**src/rtl/align_stage_wr.sv**
```systemverilog
// align_stage_wr: realigns packed VLSU write bursts to their AW byte offset, generating strobes and w_last.
// Optional macro ALIGN_WR_ZERO_PAD_EN forces bytes with a cleared strobe to 0x00.
module align_stage_wr #(
  parameter int AxiDataWidth = 64,
  parameter int AxiAddrWidth = 64,
  parameter int NumTrackers  = 8
) (
  input  logic                      clk_i,
  input  logic                      rst_i,
  input  logic                      s_aw_valid_i,
  output logic                      s_aw_ready_o,
  input  logic [AxiAddrWidth-1:0]   s_aw_addr_i,
  input  logic [7:0]                s_aw_len_i,
  output logic                      m_aw_valid_o,
  input  logic                      m_aw_ready_i,
  output logic [AxiAddrWidth-1:0]   m_aw_addr_o,
  output logic [7:0]                m_aw_len_o,
  input  logic                      s_w_valid_i,
  output logic                      s_w_ready_o,
  input  logic [AxiDataWidth-1:0]   s_w_data_i,
  input  logic [AxiDataWidth/8-1:0] s_w_strb_i,
  output logic                      m_w_valid_o,
  input  logic                      m_w_ready_i,
  output logic [AxiDataWidth-1:0]   m_w_data_o,
  output logic [AxiDataWidth/8-1:0] m_w_strb_o,
  output logic                      m_w_last_o,
  input  logic                      m_b_valid_i,
  output logic                      m_b_ready_o,
  input  logic [1:0]                m_b_resp_i,
  output logic                      s_b_valid_o,
  input  logic                      s_b_ready_i,
  output logic [1:0]                s_b_resp_o
);
  localparam int B    = AxiDataWidth / 8;
  localparam int OffW = $clog2(B);
  localparam int PtrW = $clog2(NumTrackers);
  localparam int CntW = PtrW + 1;
  logic [OffW-1:0]         trk_off_q [NumTrackers];
  logic [7:0]              trk_len_q [NumTrackers];
  logic [PtrW-1:0]         wr_ptr_q, wr_ptr_d, rd_ptr_q, rd_ptr_d;
  logic [CntW-1:0]         cnt_q, cnt_d;
  logic [7:0]              beat_q, beat_d;
  logic [AxiDataWidth-1:0] carry_data_q, carry_data_d, out_data_q, out_data_d, al_data;
  logic [B-1:0]            carry_strb_q, carry_strb_d, out_strb_q, out_strb_d, al_strb;
  logic                    out_valid_q, out_valid_d, out_last_q, out_last_d;
  logic                    full, push, pop, w_hs, last;
  logic [OffW-1:0]         off;
  assign m_aw_valid_o = s_aw_valid_i;
  assign m_aw_addr_o  = s_aw_addr_i;
  assign m_aw_len_o   = s_aw_len_i;
  assign s_b_valid_o  = m_b_valid_i;
  assign s_b_resp_o   = m_b_resp_i;
  assign m_b_ready_o  = s_b_ready_i;
  assign full         = cnt_q == CntW'(NumTrackers);
  assign s_aw_ready_o = m_aw_ready_i && !full;
  assign push         = s_aw_valid_i && s_aw_ready_o;
  assign s_w_ready_o  = (cnt_q != '0) && (!out_valid_q || m_w_ready_i);
  assign w_hs         = s_w_valid_i && s_w_ready_o;
  assign off          = trk_off_q[rd_ptr_q];
  assign last         = beat_q == trk_len_q[rd_ptr_q];
  assign pop          = w_hs && last;
  assign m_w_valid_o  = out_valid_q;
  assign m_w_data_o   = out_data_q;
  assign m_w_strb_o   = out_strb_q;
  assign m_w_last_o   = out_last_q;
  always_comb begin
    al_data = (s_w_data_i << (8 * int'(off))) | carry_data_q;
    al_strb = (s_w_strb_i << off) | carry_strb_q;
`ifdef ALIGN_WR_ZERO_PAD_EN
    for (int i = 0; i < B; i++) al_data[8*i +: 8] = al_strb[i] ? al_data[8*i +: 8] : 8'h00;
`endif
    wr_ptr_d     = push ? wr_ptr_q + 1'b1 : wr_ptr_q;
    rd_ptr_d     = pop ? rd_ptr_q + 1'b1 : rd_ptr_q;
    cnt_d        = cnt_q + CntW'(push) - CntW'(pop);
    beat_d       = pop ? '0 : w_hs ? beat_q + 8'd1 : beat_q;
    // The upper off bytes of each beat spill into the low bytes of the next output beat.
    carry_data_d = pop ? '0 : w_hs ? s_w_data_i >> (AxiDataWidth - 8 * int'(off)) : carry_data_q;
    carry_strb_d = pop ? '0 : w_hs ? s_w_strb_i >> (B - int'(off)) : carry_strb_q;
    out_valid_d  = w_hs || (out_valid_q && !m_w_ready_i);
    out_data_d   = w_hs ? al_data : out_data_q;
    out_strb_d   = w_hs ? al_strb : out_strb_q;
    out_last_d   = w_hs ? last : out_last_q;
  end
  always_ff @(posedge clk_i) begin
    if (push) begin
      trk_off_q[wr_ptr_q] <= s_aw_addr_i[OffW-1:0];
      trk_len_q[wr_ptr_q] <= s_aw_len_i;
    end
  end
  always_ff @(posedge clk_i or posedge rst_i) begin
    if (rst_i) begin
      wr_ptr_q     <= '0;
      rd_ptr_q     <= '0;
      cnt_q        <= '0;
      beat_q       <= '0;
      carry_data_q <= '0;
      carry_strb_q <= '0;
      out_valid_q  <= 1'b0;
      out_data_q   <= '0;
      out_strb_q   <= '0;
      out_last_q   <= 1'b0;
    end else begin
      wr_ptr_q     <= wr_ptr_d;
      rd_ptr_q     <= rd_ptr_d;
      cnt_q        <= cnt_d;
      beat_q       <= beat_d;
      carry_data_q <= carry_data_d;
      carry_strb_q <= carry_strb_d;
      out_valid_q  <= out_valid_d;
      out_data_q   <= out_data_d;
      out_strb_q   <= out_strb_d;
      out_last_q   <= out_last_d;
    end
  end
endmodule

```
**config.mk**
```make
export PLATFORM = sky130hd
export DESIGN_NAME = align_stage_wr
export DESIGN_NICKNAME = d
export VERILOG_FILES = /design/src/rtl/align_stage_wr.sv
export SDC_FILE = /design/constraint.sdc
export NUM_CORES = 1
export LEC_CHECK = 0
export BUFFER_PORTS_ARGS = -buffer_cell sky130_fd_sc_hd__buf_4
export CELL_PAD_IN_SITES_DETAIL_PLACEMENT = 0
export CELL_PAD_IN_SITES_GLOBAL_PLACEMENT = 1
export CORE_UTILIZATION = 36
export DETAILED_ROUTE_END_ITERATION = 8
export PLACE_DENSITY = 0.74
export SYNTH_ARGS = -nofsm -noshare
export SYNTH_HDL_FRONTEND = slang
export SYNTH_SLANG_ARGS = --single-unit
```
**constraint.sdc**
```tcl
create_clock -name clk_i -period 5.2 [get_ports clk_i]
set_input_delay 0.78 -clock clk_i [delete_from_list [all_inputs] [get_ports clk_i]]
set_output_delay 0.78 -clock clk_i [all_outputs]
set_load 0.02 [all_outputs]
```
==> results.txt <==
----------------------------------------------------
[Status]
  Result of the run ... finished, final reports clean

[Setup path]
  Largest fanout on the critical path ... 52
  Required time at the worst-slack endpoint ... 5.64 ns
  Register-to-register setup slack ... 1.50 ns
  Kind of start point of the critical path ... register
  Critical Path End Type ... register
  Origin of the critical flop-to-flop path ... rd_ptr_q[2]$_DFFE_PP0N_
  Logic depth of the worst register-to-register path ... 8
  Setup Crit Path Kind ... register to register
  Crit Reg-Reg Endpoint ... carry_data_q[22]$_DFFE_PP0P_
  Crit path DAT ... 4.14 ns

[Clock network]
  Clock Sink Count ... 252
  Clock tree from TritonCTS ... yes
  Clock-pin slew of the registers on the worst-case setup and hold paths ... 0.06 ns
  Number of buffers created by CTS ... 29
  Latest clock arrival within the worst-skew pair ... 0.57 ns
  Maximum clock insertion buffer count ... 3
  Hold bufs inserted after CTS ... 0
  Number of buffers added for setup after CTS ... 0
  Depth of the CTS H-tree ... 1
  Buffer type at the clock tree root ... clkbuf_16
  Post-CTS Resized ... 0

[Synthesis]
  Share of the synthesized area in the top cell type ... 0.296
  Synth Area in Compound Gates ... 0.146
  Cell types with the largest area share after synthesis ... dfrtp_1 30%, edfxtp_1 19%, mux2i_1 11%, nand2_1 6.5%, buf_4 4.5%
  Predominant post-synthesis flop cell ... dfrtp_1
  Largest family of logic cells by synthesized area ... multiplexers
  Number of warnings reported in the yosys synthesis log ... 0
  Number of enable flip-flop cells after synthesis ... 88
  Post-synthesis simple-gate area fraction ... 0.114
  Post-synthesis cell type with the largest combined area ... dfrtp_1
  Post-synthesis share of cell area spent on full adders, half adders and majority gates ... 0.0105
  FFs w/ async S/R, synth ... 0.651
  Mux contribution to synthesized area ... 0.151
  Portion of the post-synthesis area used by sequential elements ... 0.486
  Seq cells post-synth ... 252
  Syn_area_per_cell ... 10.5 um^2
  Post-synthesis instance total ... 1320
  Net count of the mapped netlist ... 1485
  Xor and xnor fraction of the mapped netlist area ... 0.0125
  Number of different library cells in the post-synthesis netlist ... 60
  Summed instance area of the synthesized netlist ... 0.0139 mm^2

[Route]
  Routed length per placed instance ... 23.6 um
  Detailed-router iteration count before antenna repair ... 6
  Antenna viol nets, final ... 0
  WL final ... 45.0 mm
  Count of unresolved DRC violations after routing ... 0
  Via count ... 10881
  Drt via density ... 5.69
  Count of routing violations after the opening detailed-route iteration ... 938

[Final layout]
  FF+latch area ... 0.00675 mm^2
  Share of cells above drive strength 1 ... 0.212
  Area used by multi-input combinational logic ... 0.00605 mm^2
  Most common cell after layout, fill and taps aside ... nand2_1
  Post-synthesis to final-layout area growth ... 15.5%
  Top library cells by usage in the layout, fill and taps aside ... 238 x nand2_1, 197 x buf_4, 164 x dfrtp_1, 151 x mux2i_1, 88 x edfxtp_1
  Total number of nets in the final design ... 1542
  Fill cell instance count of the final layout ... 3642

[Global route]
  Remaining global-route overflow ... 0
  Vias in the first global route ... 10605
  Antenna violations before repair ... 4
  Total GRT Usage ... 0.227
  Global-route wire length before repair ... 66.8 mm
  Largest net degree at the start of global routing ... 128

[Hold path]
  Classification of the worst-slack hold path ... input port to asynchronous set/reset pin

[Timing]
  Setup repair after global routing missed its margin ... no
  Tightest hold margin ... 0.377 ns
  Worst Clk Skew ... 0.0207 ns
  Post-layout min period ... 3.70 ns
  Worst max-slew margin expressed relative to the limit ... 0.177
  Hold Violations, Final ... 0
  Max Clock Freq ... 0.270 GHz
  Max Slew Vio Count ... 0
  Actual transition at the worst max-transition pin ... 1.23 ns
  Final Worst Setup Slack ... 1.50 ns
  Final setup TNS ... 0 ns
  Count of final setup violators ... 0
  Period Utilization, post-route ... 0.711

[Floorplanning]
  Overall die width ... 198 um
  Area of the die ... 0.0393 mm^2
  Standard-cell rows ... 71
  Die Span Y ... 198 um
  Area inside the core boundary ... 0.0378 mm^2
  Num ports ... 307
  Effective utilization at floorplan ... 0.367

[Power]
  Static Leakage ... 6.86 nW
  Power density of the placed cells ... 572 mW/mm^2
  Highest ir drop seen on vdd ... 0.320 mV

[Place]
  Routability-driven placement congestion ratio ... 0.872
  Count of input and output buffers ... 176
  Setup slack at placement ... 1.49 ns
  Estimated wirelength of the detail-placed design ... 30.5 mm

[Flow run]
  Max-cap violations ... 0

----------------------------------------------------
==> registers in the layout, indices dropped and copies added, names as in the netlist <==
signal / count
rd_ptr_q: 3
m_w_valid_o: 1
wr_ptr_q: 3
m_w_strb_o: 8
trk_off_q: 24
m_w_last_o: 1
m_w_data_o: 64
carry_data_q: 64
cnt_q: 4
carry_strb_q: 8
beat_q: 8
trk_len_q: 64
==> logic make-up (layout without fill, tap and decap cells) <==
family | Yosys count | count (layout)
AOI/OAI and AO/OA | 288 | 288
xor gates and xnor gates | 19 | 19
adders and majority gates | 11 | 11
buffers and inverters | 194 | 273
DFF | 252 | 252
muxes | 179 | 179
other | 0 | 1
and+or+nand+nor | 377 | 377
==> final cells by class <==
class,count,area share
multi-input combinational,874,0.377
clock inverter,19,0.0117
clock buffer,34,0.0489
tap,511,0.0399
timing repair buffer,200,0.0960
inverter,20,0.00507
sequential,252,0.421
antenna,1,0.000156
==> cell usage after synthesis, drive strengths merged, types with 23 or more instances <==
library cell    n
a21oi          75
a22o           33
a32o           34
buf           120
clkbuf         54
dfrtp         164
edfxtp         88
mux2i         152
mux4           23
nand2         239
nand3          34
nor2           58
o21ai          64
==> worst max path at each step <==
stage                     slack, ns               startpoint                      endpoint
after CTS                      1.49  rd_ptr_q[2]$_DFFE_PP0N_  carry_data_q[24]$_DFFE_PP0P_
after detailed placement       1.49  rd_ptr_q[2]$_DFFE_PP0N_  carry_data_q[28]$_DFFE_PP0P_
after global routing           1.35  rd_ptr_q[0]$_DFFE_PP0N_            cnt_q[1]$_DFF_PP0_
after floorplan                1.80  rd_ptr_q[0]$_DFFE_PP0N_   carry_data_q[3]$_DFFE_PP0P_
after global placement         1.56  rd_ptr_q[1]$_DFFE_PP0N_            cnt_q[1]$_DFF_PP0_
final                          1.50  rd_ptr_q[2]$_DFFE_PP0N_  carry_data_q[22]$_DFFE_PP0P_
==> metrics by stage <==
stage               cells   util  total power, mW  cell area [um^2]
global placement     1857  0.399             7.06             15100
global route         1910  0.424             9.67             16000
detailed placement   1857  0.399             7.11             15100
CTS                  1910  0.424             9.22             16000
floorplan            1320      -             5.72             13900
finish               1911  0.425             9.17             16000
==> routing by layer <==
layer,global-route usage,wire (um)
met5,0,21
met4,0.0635,1140
met3,0.0451,3520
met2,0.383,22100
met1,0.293,18200
==> critical path: stages, from the launching register on <==
cell and delay (ns):
dfrtp_1 0.70, mux4_2 0.39, mux2_4 0.31, inv_4 0.23, buf_4 0.59, a211o_1 0.26
a211o_1 0.65, o2bb2ai_1 0.19, a22o_1 0.24
==> report_power, final <==
| group | total [mW] | internal, mW | leakage (nW) | switching, mW |
|---|---|---|---|---|
| clock network | 2.10 | 1.23 | 0.484 | 0.869 |
| registers | 3.05 | 2.65 | 2.87 | 0.404 |
| logic | 4.02 | 1.59 | 3.51 | 2.44 |
| total | 9.17 | 5.46 | 6.86 | 3.71 |
Power figures use the tool's default switching activity.
